==> src/rtl/traffic_light_fsm.sv <==
// RED -> GREEN -> YELLOW phase sequencer with pedestrian early exit of GREEN.
// Optional yellow-flash fault mode is built when TL_FAULT_FLASH_EN is defined.
module traffic_light_fsm #(
    parameter int RED_CYCLES        = 8,
    parameter int GREEN_CYCLES      = 12,
    parameter int YELLOW_CYCLES     = 4,
    parameter int MIN_GREEN_CYCLES  = 5,
    parameter int FLASH_HALF_CYCLES = 3
) (
    input  logic       clk,
    input  logic       rst_n,
    input  logic       enable,
    input  logic       ped_req,
`ifdef TL_FAULT_FLASH_EN
    input  logic       fault,
`endif
    output logic [1:0] traffic_state,
    output logic       red_on,
    output logic       yel_on,
    output logic       grn_on,
    output logic       ped_ack,
    output logic       state_change
);

    localparam int MAX_RG  = (RED_CYCLES > GREEN_CYCLES) ? RED_CYCLES : GREEN_CYCLES;
    localparam int MAX_YF  = (YELLOW_CYCLES > FLASH_HALF_CYCLES) ? YELLOW_CYCLES : FLASH_HALF_CYCLES;
    localparam int MAX_DUR = (MAX_RG > MAX_YF) ? MAX_RG : MAX_YF;
    localparam int CNT_W   = $clog2(MAX_DUR) + 1;

    localparam logic [CNT_W-1:0] CNT_ONE     = CNT_W'(1);
    localparam logic [CNT_W-1:0] RED_LAST    = CNT_W'(RED_CYCLES - 1);
    localparam logic [CNT_W-1:0] GREEN_LAST  = CNT_W'(GREEN_CYCLES - 1);
    localparam logic [CNT_W-1:0] YELLOW_LAST = CNT_W'(YELLOW_CYCLES - 1);
    localparam logic [CNT_W-1:0] MIN_LAST    = CNT_W'(MIN_GREEN_CYCLES - 1);
`ifdef TL_FAULT_FLASH_EN
    localparam logic [CNT_W-1:0] FLASH_LAST  = CNT_W'(FLASH_HALF_CYCLES - 1);
`endif

    typedef enum logic [1:0] {
        ST_RED    = 2'b00,
        ST_GREEN  = 2'b01,
        ST_YELLOW = 2'b10
`ifdef TL_FAULT_FLASH_EN
        , ST_FLASH = 2'b11
`endif
    } state_t;

    state_t           state_r;
    state_t           state_nxt_s;
    logic [CNT_W-1:0] cnt_r;
    logic [CNT_W-1:0] cnt_nxt_s;
    logic             ped_pend_r;
    logic             ped_pend_nxt_s;
    logic             served_r;
    logic             served_nxt_s;
    logic             ack_nxt_s;
    logic             chg_nxt_s;
`ifdef TL_FAULT_FLASH_EN
    logic             flash_yel_r;
    logic             flash_yel_nxt_s;
`endif

    function automatic logic [1:0] state_code(input state_t st);
        case (st)
            ST_RED:    state_code = 2'b00;
            ST_GREEN:  state_code = 2'b01;
            ST_YELLOW: state_code = 2'b10;
`ifdef TL_FAULT_FLASH_EN
            ST_FLASH:  state_code = 2'b10;
`endif
            default:   state_code = 2'b00;
        endcase
    endfunction

    // Next-state, counter, pedestrian bookkeeping and pulse generation.
    always_comb begin
        state_nxt_s    = state_r;
        cnt_nxt_s      = cnt_r;
        ped_pend_nxt_s = ped_pend_r | ped_req;
        served_nxt_s   = served_r;
        ack_nxt_s      = 1'b0;
        chg_nxt_s      = 1'b0;
`ifdef TL_FAULT_FLASH_EN
        flash_yel_nxt_s = flash_yel_r;
        if (fault) begin
            ped_pend_nxt_s = 1'b0;
            served_nxt_s   = 1'b0;
            if (state_r == ST_FLASH) begin
                if (cnt_r == FLASH_LAST) begin
                    cnt_nxt_s       = '0;
                    flash_yel_nxt_s = ~flash_yel_r;
                end else begin
                    cnt_nxt_s = cnt_r + CNT_ONE;
                end
            end else begin
                state_nxt_s     = ST_FLASH;
                cnt_nxt_s       = '0;
                flash_yel_nxt_s = 1'b1;
                chg_nxt_s       = 1'b1;
            end
        end else if (state_r == ST_FLASH) begin
            state_nxt_s     = ST_RED;
            cnt_nxt_s       = '0;
            ped_pend_nxt_s  = 1'b0;
            served_nxt_s    = 1'b0;
            flash_yel_nxt_s = 1'b0;
            chg_nxt_s       = 1'b1;
        end else
`endif
        if (enable) begin
            case (state_r)
                ST_RED: begin
                    if (cnt_r == RED_LAST) begin
                        state_nxt_s = ST_GREEN;
                        cnt_nxt_s   = '0;
                        chg_nxt_s   = 1'b1;
                    end else begin
                        cnt_nxt_s = cnt_r + CNT_ONE;
                    end
                end
                ST_GREEN: begin
                    if ((cnt_r == GREEN_LAST) || (ped_pend_r && (cnt_r >= MIN_LAST))) begin
                        state_nxt_s  = ST_YELLOW;
                        cnt_nxt_s    = '0;
                        chg_nxt_s    = 1'b1;
                        served_nxt_s = ped_pend_r;
                    end else begin
                        cnt_nxt_s = cnt_r + CNT_ONE;
                    end
                end
                ST_YELLOW: begin
                    if (cnt_r == YELLOW_LAST) begin
                        state_nxt_s  = ST_RED;
                        cnt_nxt_s    = '0;
                        chg_nxt_s    = 1'b1;
                        served_nxt_s = 1'b0;
                        // Only the request served by this YELLOW is retired; a fresh one wins.
                        if (served_r) begin
                            ped_pend_nxt_s = ped_req;
                            ack_nxt_s      = 1'b1;
                        end else begin
                            ped_pend_nxt_s = ped_pend_r | ped_req;
                        end
                    end else begin
                        cnt_nxt_s = cnt_r + CNT_ONE;
                    end
                end
                default: begin
                    state_nxt_s = ST_RED;
                    cnt_nxt_s   = '0;
                end
            endcase
        end else begin
            state_nxt_s = state_r;
        end
    end

    // State registers; lamps and phase code are registered from the next state.
    always_ff @(posedge clk or negedge rst_n) begin
        if (!rst_n) begin
            state_r       <= ST_RED;
            cnt_r         <= '0;
            ped_pend_r    <= 1'b0;
            served_r      <= 1'b0;
            traffic_state <= 2'b00;
            red_on        <= 1'b1;
            yel_on        <= 1'b0;
            grn_on        <= 1'b0;
            ped_ack       <= 1'b0;
            state_change  <= 1'b0;
`ifdef TL_FAULT_FLASH_EN
            flash_yel_r   <= 1'b0;
`endif
        end else begin
            state_r       <= state_nxt_s;
            cnt_r         <= cnt_nxt_s;
            ped_pend_r    <= ped_pend_nxt_s;
            served_r      <= served_nxt_s;
            traffic_state <= state_code(state_nxt_s);
            red_on        <= (state_nxt_s == ST_RED);
            grn_on        <= (state_nxt_s == ST_GREEN);
`ifdef TL_FAULT_FLASH_EN
            yel_on        <= (state_nxt_s == ST_YELLOW) ||
                             ((state_nxt_s == ST_FLASH) && flash_yel_nxt_s);
            flash_yel_r   <= flash_yel_nxt_s;
`else
            yel_on        <= (state_nxt_s == ST_YELLOW);
`endif
            ped_ack       <= ack_nxt_s;
            state_change  <= chg_nxt_s;
        end
    end

endmodule
==> config.mk <==
export PLATFORM = sky130hd
export DESIGN_NAME = traffic_light_fsm
export DESIGN_NICKNAME = d
export VERILOG_FILES = /design/src/rtl/traffic_light_fsm.sv
export SDC_FILE = /design/constraint.sdc
export NUM_CORES = 1
export LEC_CHECK = 0
export CAP_MARGIN = 30
export CORE_MARGIN = 2
export CORE_UTILIZATION = 50
export CTS_BUF_LIST = sky130_fd_sc_hd__clkbuf_2 sky130_fd_sc_hd__clkbuf_4 sky130_fd_sc_hd__clkbuf_8
export DETAILED_ROUTE_END_ITERATION = 10
export GPL_ROUTABILITY_DRIVEN = 1
export GPL_TIMING_DRIVEN = 0
export PLACE_DENSITY = 0.81
export RECOVER_POWER = 100
export SYNTH_ARGS = -nofsm -noshare
export SYNTH_HDL_FRONTEND = slang
export SYNTH_SLANG_ARGS = --single-unit
export TNS_END_PERCENT = 5
==> constraint.sdc <==
create_clock -name clk -period 1.9 [get_ports clk]
set_input_delay 0.19 -clock clk [delete_from_list [all_inputs] [get_ports clk]]
set_output_delay 0.19 -clock clk [all_outputs]
set_load 0.05 [all_outputs]
==> impl_metrics.csv <==
group,metric,value,unit
outcome,status,"completed",
place,portBuffers,10,
floorplanning,coreArea,0.00167,mm^2
drt,drtAntennaViolNets,0,
grt,antenna_found_initial,0,
run,cap_violations,0,
setup_path,arrival,2040,ps
grt,met2_usage,30.4,%
sta,slew_violations,0,
place,placed_cells,111,
setup_path,critical_path.startpoint_type,"flop",
logic_synthesis,syn_inst,84,
grt,grt_pass1_vias,627,
grt,use_met3,2.78,%
place,pre_cts_slack,-76.1,ps
place,place_congestion,0.841,
sta,finalHoldViolations,0,
sta,rsz0062_at_grt,"false",
clock_tree,cts_tree,"built",
cells_and_area,antenna_cells,0,
clock_tree,clock_path_buffers,2,
logic_synthesis,syn_area,867,um^2
sta,finalCritPeriodShare,97.5,%
floorplanning,row_count,15,
sta,fmax,540,MHz
cells_and_area,fin_util,63.3,%
grt,busiest_layer,"met2",
cells_and_area,layout_common_cells,"dfrtp_1, inv_1, dlygate4sd3_1, nand2_1",
pwr,power_density,1450,mW/mm^2
drt,wirelength,1.78,mm
setup_path,crit_slowest_cell,"or4b_4",
drt,wl_per_cell,15.3,um
floorplanning,initial_utilization,51.9,%
drt,vias,693,
place,hpwl,1.26,mm
grt,gr-total-overflow,0,
cells_and_area,final_cells,116,
grt,grt_max_degree,15,
clock_tree,cts.clk_slew.worst_paths,90,ps
drt,via_per_inst,5.97,
cells_and_area,drive_gt1_share,18.2,%
sta,finalSetupViolCount,0,
drt,drc,0,
clock_tree,cts_htree_levels,1,
setup_path,path_max_fanout,7,
sta,final.setup_skew,3.99,ps
drt,detail_route.first_pass.iterations,4,
floorplanning,die_y,45.6,um
cells_and_area,area_growth_syn_to_layout,21.9,%
logic_synthesis,yosysWarnings,0,
pwr,p_leak,0.499,nW
logic_synthesis,yosysUniqueCellTypes,34,
sta,fin_crit,1850,ps
clock_tree,cts_inserted_buffers,3,
clock_tree,clock_latency,280,ps
sta,maxSlewHeadroom,58.2,%
logic_synthesis,synth_nets,94,
setup_path,crit_required,2080,ps
sta,hold_slack,354,ps
setup_path,crit_chain,"ha_4 -> or4b_4 -> a211oi_4 -> o41ai_1 -> a21o_1",
sta,final.setup.tns,0,ps
setup_path,cp-end-kind,"flop",
logic_synthesis,ys_ff_latch,14,
floorplanning,pin_count,11,
setup_path,cpPeakStageDelay,500,ps
logic_synthesis,yosysSeqAreaShare,40.5,%
hold_path,hold_class,"input pin to async pin",
grt,grt_pass1_wl,2.82,mm
grt,grt_use_met1,25.2,%
clock_tree,ctsHoldBuffers,0,
pwr,peakVddDrop,777,uV
sta,setup_ws,47.5,ps
setup_path,path_class,"flop to flop",
grt,grt_use_total,19.3,%
floorplanning,dieArea,0.00208,mm^2
floorplanning,die_width,45.6,um
cells_and_area,mostFrequentLayoutCell,"dfrtp_1",
sta,tightest_slew,625,ps
cells_and_area,fin_nets,110,
clock_tree,cts.sinks,14,
clock_tree,cts_root_buf,"clkbuf_4",
drt,drt_iter0_drc,36,
logic_synthesis,avgSynthCellArea,10.3,um^2
==> state kept, by name, indices dropped and copies added, names as in the netlist <==
name	count
cnt_r	5
ped_ack	1
ped_pend_r	1
red_on	1
served_r	1
state_change	1
state_r	2
traffic_state	1
yel_on	1
==> critical path: cells and delay by family (launching register included) <==
kind | cells | cell delay (ps)
DFF | 1 | 410
and+or+nand+nor | 1 | 500
adders and majority gates | 1 | 180
AOI/OAI and AO/OA | 3 | 650
==> what timing repair did <==
item / 4_1_cts / 5_1_grt
resized for setup: 3 / 2
setup buffers: 0 / 1
endpoints found under the setup margin: 8 / 10
pin swaps: 0 / 2
==> Yosys cell counts (all sizes together) <==
cell type	number	area, um^2
ha	6	75.1
o21ai	3	15.0
and2	2	12.5
buf	3	26.3
nor2b	1	6.26
clkbuf	1	3.75
or3	1	11.3
dfrtp	13	325
o221ai	1	15.0
o21bai	1	7.51
nand3b	1	7.51
nor2	4	15.0
nor4bb	1	10.0
o211ai	2	15.0
a21oi	6	30.0
nor3b	2	15.0
a2111o	1	11.3
xnor2	2	17.5
a21o	2	15.0
nand4	2	12.5
nor3	2	10.0
nand2	6	22.5
nand2b	2	12.5
o22ai	2	12.5
o41ai	2	36.3
and4	1	8.76
o2111a	2	31.3
dfstp	1	26.3
a211oi	1	12.5
inv	9	33.8
or4b	1	13.8
==> power breakdown <==
part | internal (mW) | switching (mW)
Sequential | 0.390 | 0.0836
Clock | 0.117 | 0.0991
Combinational | 0.340 | 0.505
Total | 0.847 | 0.688
==> final cells by class <==
cell class | instances | area [um^2]
multi-input cells | 57 | 480
fillers | 124 | 613
repair buffers | 11 | 108
well taps | 17 | 21.3
plain buffers | 4 | 26.3
flip-flops and latches | 14 | 352
inverters | 9 | 33.8
clock buffers | 4 | 36.3
==> cells by family (layout without fill, tap and decap cells) <==
kind of cell / after synthesis / after routing / synth area share [%]
xor+xnor: 2 / 2 / 2.02
compound gates: 23 / 23 / 23.2
flops: 14 / 14 / 40.5
buf+inv: 13 / 28 / 7.36
fa+ha+maj: 6 / 6 / 8.66
simple gates: 26 / 26 / 18.2
==> metal layers <==
layer,routed length (um),up-vias
met5,0,-
met1,783,338
met3,62,4
met4,44,0
li1,-,329
met2,890,22
==> path summary, 6_finish.rpt <==
check,end,slack (ps),from,depth (start not counted)
min in group clk,ped_pend_r,480,ped_req,2
max in group asynchronous,yel_on,1140,rst_n,1
setup reg to reg,cnt_r[2],50,cnt_r[1],5
hold reg to reg,served_r,550,served_r,2
hold / removal,state_change,350,rst_n,1
setup / recovery,cnt_r[2],50,cnt_r[1],5
==> per-stage QoR <==
step,total power [mW],cell area (um^2)
3_5_place_dp,1.25,988
4_1_cts,1.51,1040
5_1_grt,1.64,1060
2_1_floorplan,1.06,867
3_3_place_gp,1.23,988
6_report,1.53,1060
No activity file was read; power rests on OpenSTA's default activity.
